`config.mk`:
```
export PLATFORM = sky130hd
export DESIGN_NAME = load_phase_ctrl
export DESIGN_NICKNAME = d
export VERILOG_FILES = /design/src/rtl/dla64_pkg.sv /design/src/rtl/ld_word_cnt.sv /design/src/rtl/load_phase_ctrl.sv
export SDC_FILE = /design/constraint.sdc
export NUM_CORES = 1
export LEC_CHECK = 0
export CORE_UTILIZATION = 41
export DETAILED_ROUTE_END_ITERATION = 8
export PLACE_DENSITY = 0.61
export SLEW_MARGIN = 20
export SYNTH_ARGS = -nofsm -noshare
export SYNTH_HDL_FRONTEND = slang
export SYNTH_SLANG_ARGS = --single-unit
```
`constraint.sdc`:
```
create_clock -name aclk -period 10.6 [get_ports aclk]
set_clock_uncertainty 0.15 [all_clocks]
set_input_delay 2.65 -clock aclk [delete_from_list [all_inputs] [get_ports aclk]]
set_output_delay 2.65 -clock aclk [all_outputs]
set_load 0.005 [all_outputs]
```
`src/rtl/dla64_pkg.sv`:
```
// dla64_pkg: state encoding, phase codes and default word-count width for the DLA64 load controller
package dla64_pkg;
  localparam int CNT_W_DEF = 16;
  localparam logic [1:0] PH_IDLE = 2'd0, PH_BIAS = 2'd1, PH_KER = 2'd2, PH_IF = 2'd3;
  typedef enum logic [2:0] {
    S_IDLE, S_BIAS_RUN, S_BIAS_WAIT, S_KER_RUN, S_KER_WAIT, S_IF_RUN, S_IF_WAIT, S_DONE
  } ld_state_t;
  // nz = {if, ker, bias} count nonzero; picks the next phase after `from` that has words
  function automatic ld_state_t next_run(input ld_state_t from, input logic [2:0] nz);
    logic [2:0] m;
    m = from == S_IDLE ? nz : from == S_BIAS_WAIT ? nz & 3'b110 : from == S_KER_WAIT ? nz & 3'b100 : 3'b000;
    return m[0] ? S_BIAS_RUN : m[1] ? S_KER_RUN : m[2] ? S_IF_RUN : S_DONE;
  endfunction
  function automatic logic [1:0] phase_of(input ld_state_t s);
    return s inside {S_BIAS_RUN, S_BIAS_WAIT} ? PH_BIAS :
           s inside {S_KER_RUN, S_KER_WAIT} ? PH_KER :
           s inside {S_IF_RUN, S_IF_WAIT} ? PH_IF : PH_IDLE;
  endfunction
endpackage

```
`src/rtl/ld_word_cnt.sv`:
```
// ld_word_cnt: loadable down-counter with decrement enable and count==1 / count==0 flags
module ld_word_cnt #(parameter int W = 16) (
  input  logic         clk,
  input  logic         rst_n,
  input  logic         load,
  input  logic [W-1:0] load_val,
  input  logic         dec,
  output logic         one,
  output logic         zero
);
  logic [W-1:0] count;
  always_ff @(posedge clk or negedge rst_n)
    if (!rst_n) count <= '0;
    else if (load) count <= load_val;
    else if (dec && count != '0) count <= count - W'(1);
  assign one  = count == W'(1);
  assign zero = count == '0;
endmodule

```
`src/rtl/load_phase_ctrl.sv`:
```
// load_phase_ctrl: streams get_ins words to the bias, kernel and ifmap store engines in turn.
// Define LDCTRL_STALL_CNT_EN to add the stall_cycles output.
module load_phase_ctrl import dla64_pkg::*; #(parameter int CNT_W = CNT_W_DEF) (
  input  logic             aclk,
  input  logic             aresetn,
  input  logic             load_start,
  input  logic [CNT_W-1:0] bias_words,
  input  logic [CNT_W-1:0] ker_words,
  input  logic [CNT_W-1:0] if_words,
  input  logic             ds_empty_n,
  output logic             ds_read,
  output logic             bias_start,
  output logic             ker_start,
  output logic             if_start,
  output logic             bias_empty_n,
  output logic             ker_empty_n,
  output logic             if_empty_n,
  input  logic             bias_read,
  input  logic             ker_read,
  input  logic             if_read,
  input  logic             bias_done,
  input  logic             ker_done,
  input  logic             if_done,
  output logic             busy,
  output logic [1:0]       phase,
`ifdef LDCTRL_STALL_CNT_EN
  output logic [31:0]      stall_cycles,
`endif
  output logic             load_done
);
  ld_state_t state, nxt;
  logic [CNT_W-1:0] bias_l, ker_l, if_l, src_b, src_k, src_i, lv;
  logic [2:0] nz;
  logic flag, act_read, act_done, cnt_one, cnt_zero, enter_run;
  // in IDLE the live inputs are used so the first phase can load its count on the start edge
  assign src_b = state == S_IDLE ? bias_words : bias_l;
  assign src_k = state == S_IDLE ? ker_words : ker_l;
  assign src_i = state == S_IDLE ? if_words : if_l;
  assign nz = {src_i != '0, src_k != '0, src_b != '0};
  assign act_read = (state == S_BIAS_RUN & bias_read) | (state == S_KER_RUN & ker_read) | (state == S_IF_RUN & if_read);
  assign act_done = (phase_of(state) == PH_BIAS & bias_done) | (phase_of(state) == PH_KER & ker_done) |
                    (phase_of(state) == PH_IF & if_done);
  assign ds_read = act_read & ds_empty_n & !cnt_zero;
  assign bias_empty_n = state == S_BIAS_RUN & ds_empty_n;
  assign ker_empty_n = state == S_KER_RUN & ds_empty_n;
  assign if_empty_n = state == S_IF_RUN & ds_empty_n;
  always_comb begin
    nxt = state;
    case (state)
      S_IDLE: if (load_start) nxt = next_run(S_IDLE, nz);
      S_BIAS_RUN, S_KER_RUN, S_IF_RUN:
        if (ds_read && cnt_one) nxt = state == S_BIAS_RUN ? S_BIAS_WAIT : state == S_KER_RUN ? S_KER_WAIT : S_IF_WAIT;
      S_BIAS_WAIT, S_KER_WAIT, S_IF_WAIT: if (flag) nxt = next_run(state, nz);
      default: nxt = S_IDLE;
    endcase
  end
  assign enter_run = nxt != state && nxt inside {S_BIAS_RUN, S_KER_RUN, S_IF_RUN};
  assign lv = nxt == S_BIAS_RUN ? src_b : nxt == S_KER_RUN ? src_k : src_i;
  ld_word_cnt #(.W(CNT_W)) u_cnt (
    .clk(aclk), .rst_n(aresetn), .load(enter_run), .load_val(lv), .dec(ds_read), .one(cnt_one), .zero(cnt_zero)
  );
  always_ff @(posedge aclk or negedge aresetn)
    if (!aresetn) begin
      state <= S_IDLE;
      bias_l <= '0;
      ker_l <= '0;
      if_l <= '0;
      flag <= 1'b0;
      busy <= 1'b0;
      phase <= PH_IDLE;
      bias_start <= 1'b0;
      ker_start <= 1'b0;
      if_start <= 1'b0;
      load_done <= 1'b0;
    end else begin
      state <= nxt;
      if (state == S_IDLE && load_start) {bias_l, ker_l, if_l} <= {bias_words, ker_words, if_words};
      flag <= enter_run ? 1'b0 : flag | act_done;
      busy <= nxt != S_IDLE;
      phase <= phase_of(nxt);
      bias_start <= enter_run && nxt == S_BIAS_RUN;
      ker_start <= enter_run && nxt == S_KER_RUN;
      if_start <= enter_run && nxt == S_IF_RUN;
      load_done <= nxt == S_DONE;
    end
`ifdef LDCTRL_STALL_CNT_EN
  always_ff @(posedge aclk or negedge aresetn)
    if (!aresetn) stall_cycles <= '0;
    else if (state == S_IDLE && load_start) stall_cycles <= '0;
    else if (act_read && !ds_empty_n && stall_cycles != '1) stall_cycles <= stall_cycles + 32'd1;
`endif
endmodule

```
; ---- Word-level counts from Yosys, hierarchy flattened
; Index checks and enable logic that the tools add are counted.
; Widths: inputs -> output; s select.
[word_totals]
regBits = 75
inputBits = 58
out_inout_bits = 11
wordCells = 101
[op_classes]
addsub = 1
n_eq_ne = 18
n_mux = 29
n_bitwise = 16
reduce_logical = 25
[op_table]
columns = op, n
row1 = $mux 16, 7
row2 = $reduce_bool 16->1, 4
row3 = $mux 3, 11
row4 = $eq 3x3->1 const B, 7
row5 = $mux 2, 9
row6 = $eq 16x1->1 const B, 1
row7 = $logic_not 16->1, 1
row8 = $sub 16x1->16 const B, 1
row9 = $reduce_bool 2->1, 7
row10 = $eq 3x2->1 const B, 4
row11 = $and 1x1->1, 11
row12 = $pmux 3 s3, 1
row13 = $logic_and 1x1->1, 7
row14 = $eq 3x1->1 const B, 2
row15 = $reduce_bool 3->1, 2
row16 = $reduce_or 3->1, 2
row17 = $or 1x1->1, 5
row18 = $eq 2x2->1 const B, 2
row19 = $logic_not 3->1, 1
row20 = $ne 3x3->1, 1
row21 = $eq 2x1->1 const B, 1
row22 = $logic_not 1->1, 1
row23 = $mux 1, 1

; ---- Logic depth before layout (Yosys ltp)
[logic_depth]
ltp_word = 16
mapped_depth = 14
depth_no_buf = 13

; ---- Hierarchy
; A second synthesis with hierarchy kept.
[hier_totals]
hier_cells = 596
hier_area_um2 = 4658.2
[modules_own_cells]
columns = mod, n_inst, cells_each, area_each_um2
row1 = load_phase_ctrl, 1, 476, 3629.7
row2 = ld_word_cnt, 1, 120, 1028.5

; ---- Worst setup path before layout
; No wires, ideal clock.
[synth_path]
kind = input to output
start = in ker_read
end = out ds_read
t_arrival_ns = 3.382
t_required_ns = 7.800
slack_ns = 4.418
path_stages = 5
n_path_buf = 1
cell_sequence = mux2_2 > o21a_1 > buf_6 > nand2_1 > inv_1
[synth_between]
elab_chain_cells = 5
[synth_lines]
columns = item, line_no
row1 = start: declaration, load_phase_ctrl.sv:19  ; input logic ker_read,
row2 = $and 1x1->1, load_phase_ctrl.sv:40  ; assign act_read = (state == S_BIAS_RUN & bias_read) | (state == S_KER_RUN & ker_read) | (state == S_IF_RUN & i ...
row3 = $or 1x1->1 (2 in a row), load_phase_ctrl.sv:40
row4 = $and 1x1->1 (2 in a row), load_phase_ctrl.sv:43  ; assign ds_read = act_read & ds_empty_n & !cnt_zero;
row5 = end: declaration, load_phase_ctrl.sv:11  ; output logic ds_read,
; Every way passes these cells.

; ---- Worst setup path in the final report
[layout_path]
start = in ds_empty_n
end = out ds_read
[layout_between]
elab_chain_cells = 2
[layout_lines]
columns = item, line_no
row1 = start: declaration, load_phase_ctrl.sv:10  ; input logic ds_empty_n,
row2 = $and 1x1->1 (2 in a row), load_phase_ctrl.sv:43
; Every way passes these cells.

==> results_dict.tcl <==
set metrics [dict create \
    grt_use_met3 0.03255 \
    layout_commonest_cell "nand2_1" \
    ys_top_cells_by_area "dfrtp_1 40%, nand2_1 15%, mux2i_1 6.9%" \
    tns_ps 0 \
    period_share 0.6901 \
    reg2regPathDepth 12 \
    clk_pin_slew_ps 60 \
    post_synth_xor_area_fraction 0.02450 \
    drive_gt1_frac 0.07333 \
    synth-compound-area-share 0.09666 \
    clk_latency_ps 330 \
    yosys.area_share.simple 0.2924 \
    cts_buffers 9 \
    synth_top_area_frac 0.4039 \
    worstPathRequired_ps 7800 \
    holdCritPathClass "flip-flop to flip-flop" \
    synth_mux_area_frac 0.1101 \
    swShare 0.3141 \
    drt_wl_total_mm 13.49 \
    grt-ovfl-total 0 \
    viasPerCell 5.747 \
    grtUsageMet2 0.3689 \
    worst_setup_path_start_kind "primary input" \
    initialDrtViolationCount 312 \
    synth_nets 608 \
    synth-main-ff-cell "dfrtp_1" \
    period_needed_ps 7315 \
    root_buffer "clkbuf_16" \
    drtPass1Iterations 4 \
    grt_max_degree 76 \
    synth_edf_count 0 \
    synth_cells 543 \
    core_region_area_um2 10940 \
    reg2reg_from "state[0]" \
    cp.arrival_ps 4520 \
    async_flop_share 1.000 \
    synth_cell_types 53 \
    grt_pass1_vias 3976 \
    status "completed" \
    worst_hold_slack_ps 325.2 \
    grt_pass1_wl_mm 21.38 \
    crit_path_end_kind "output port" \
    power_density_nw_per_um2 191.3 \
    synth_top_family_by_area "simple AND/OR/NAND/NOR gates" \
    antenna_cells 0 \
    drc_errors 0 \
    slew_violations 0 \
    seqPwrFrac 0.373 \
    grtUsageMet1 0.3528 \
    cts_tree "done" \
    final_cell_mix "190 x nand2_1, 75 x dfrtp_1, 67 x clkdlybuf4s50_1" \
    max_freq_mhz 136.7 \
    port_buffers 68 \
    r2r-end "u_cnt.count[5]" \
    num_vias 4253 \
    power.switching_uw 343.1 \
    combPwrFrac 0.273 \
    drtAntennaViolNets 0 \
    reg2reg_slack_ps 5760 \
    rows 38 \
    crit_type "primary input to output port" \
    nets 660 \
    grt_usage 0.2435 \
    die_x_um 108.5 \
    clockBufferDepth 2 \
    p_leak_uw 0.002506 \
    hold_depth 2 \
    area_growth_pct 22.91 \
    synth_seq_cells 75 \
    min_to "bias_l[13]" \
    setup_viol 0 \
    netlist_area_um2 4647 \
    critPathMaxFanout 10 \
    hold_start "bias_l[13]" \
    gr-max-usage-layer "met2" \
    die-area_um2 11760 \
    die_h_um 108.5 \
    tightest_slew_ps 977.0 \
    htree_levels 3 \
    cts_hold_buf 0 \
    p_clk_frac 0.354 \
    postCtsSetupRepairBufs 0 \
    finalHoldViolCount 0 \
    finalPower_uw 1093 \
    io_pins 69 \
    max_cap_viol_count 0 \
    synth-adder-area-share 0.01885 \
    p_int_uw 749.4 \
    gp_congestion 0.9591 \
    place_hpwl_mm 9.818 \
    vdd_drop_max_uv 82.57 \
    relSlewSlack 0.3487 \
    rsz0062_at_grt "false" \
    antenna_found_initial 0 \
    clock-sinks 75 \
    synth_top_area_cell "dfrtp_1" \
    synth-seq-area-share 0.4039 \
    yosysWarnings 0 \
    ctsResizeCount 0 \
    wl_per_cell_um 18.22 \
    postSynthAreaPerCell_um2 8.558 \
    initial_core_util 0.4249 \
]
==> worst max-delay path, stage by stage <==
cell and delay [ps]:
clkdlybuf4s50_1 450, nand2_1 90, a21oi_1 180, o21a_1 370, nand2_1 190, inv_1 80
clkdlybuf4s50_1 490
==> layer usage <==
metal	part of all wire	vias to the layer above	wire length, µm
met2	0.45	147	6115
met3	0.059	29	793
met5	0	-	0
li1	-	2015	-
met1	0.46	2062	6237
met4	0.025	0	340
==> flip-flops by register name, indices dropped and copies added (netlist names) <==
name	count
u_cnt.count	16
ker_l	16
flag	1
phase	2
state	3
if_start	1
if_l	16
bias_l	16
load_done	1
bias_start	1
busy	1
ker_start	1
==> Yosys cell counts (all sizes together), types with 6 or more instances <==
cell type  number
a211oi         13
a21oi           9
buf            12
clkbuf         18
dfrtp          75
ha              7
inv            13
mux2            9
mux2i          32
nand2         190
nand3           6
nand4          18
nor2           17
nor3           12
nor4           33
o21ai          15
xnor2          10
==> area by class of cell <==
| class | count | area, µm² |
|---|---|---|
| Multi-Input combinational cell | 424 | 2526 |
| Fill cell | 1050 | 5224 |
| Clock buffer | 12 | 256.5 |
| Clock inverter | 4 | 120.1 |
| Inverter | 13 | 48.80 |
| Tap cell | 140 | 175.2 |
| Sequential cell | 75 | 1877 |
| Timing Repair Buffer | 72 | 708.2 |
==> power groups by stage <==
stage          Sequential (µW)  Clock [µW]  Combinational [µW]
2_1_floorplan              390           0                 208
3_3_place_gp               409           0                 292
3_5_place_dp               411           0                 295
4_1_cts                    407         392                 297
5_1_grt                    417         404                 327
6_report                   408         386                 299
==> worst max path at each step <==
stage	from	to	slack, ps
floorplan	ker_read	ds_read	4420
global placement	ds_empty_n	ds_read	3290
detailed placement	ds_empty_n	ds_read	3290
CTS	ds_empty_n	ds_read	3280
global route	ds_empty_n	ds_read	3070
finish	ds_empty_n	ds_read	3280
==> per-stage QoR <==
| step | std cells | utilization | cell area, µm² | setup WS [ps] |
|---|---|---|---|---|
| 2_1_floorplan | 543 | - | 4647 | 4418 |
| 3_3_place_gp | 724 | 0.4879 | 5335 | 3293 |
| 3_5_place_dp | 724 | 0.4879 | 5335 | 3287 |
| 4_1_cts | 740 | 0.5223 | 5712 | 3283 |
| 5_1_grt | 740 | 0.5223 | 5712 | 3073 |
| 6_report | 740 | 0.5223 | 5712 | 3285 |
==> cells by family (layout without fill, tap and decap cells) <==
kind of cell               after synthesis  in the layout
and+or+nand+nor                        295            295
DFF                                     75             75
AOI/OAI and AO/OA                       64             64
muxes                                   45             45
buffers and inverters                   44            101
xor gates and xnor gates                13             13
adders and majority gates                7              7
Power figures use the tool's default switching activity.
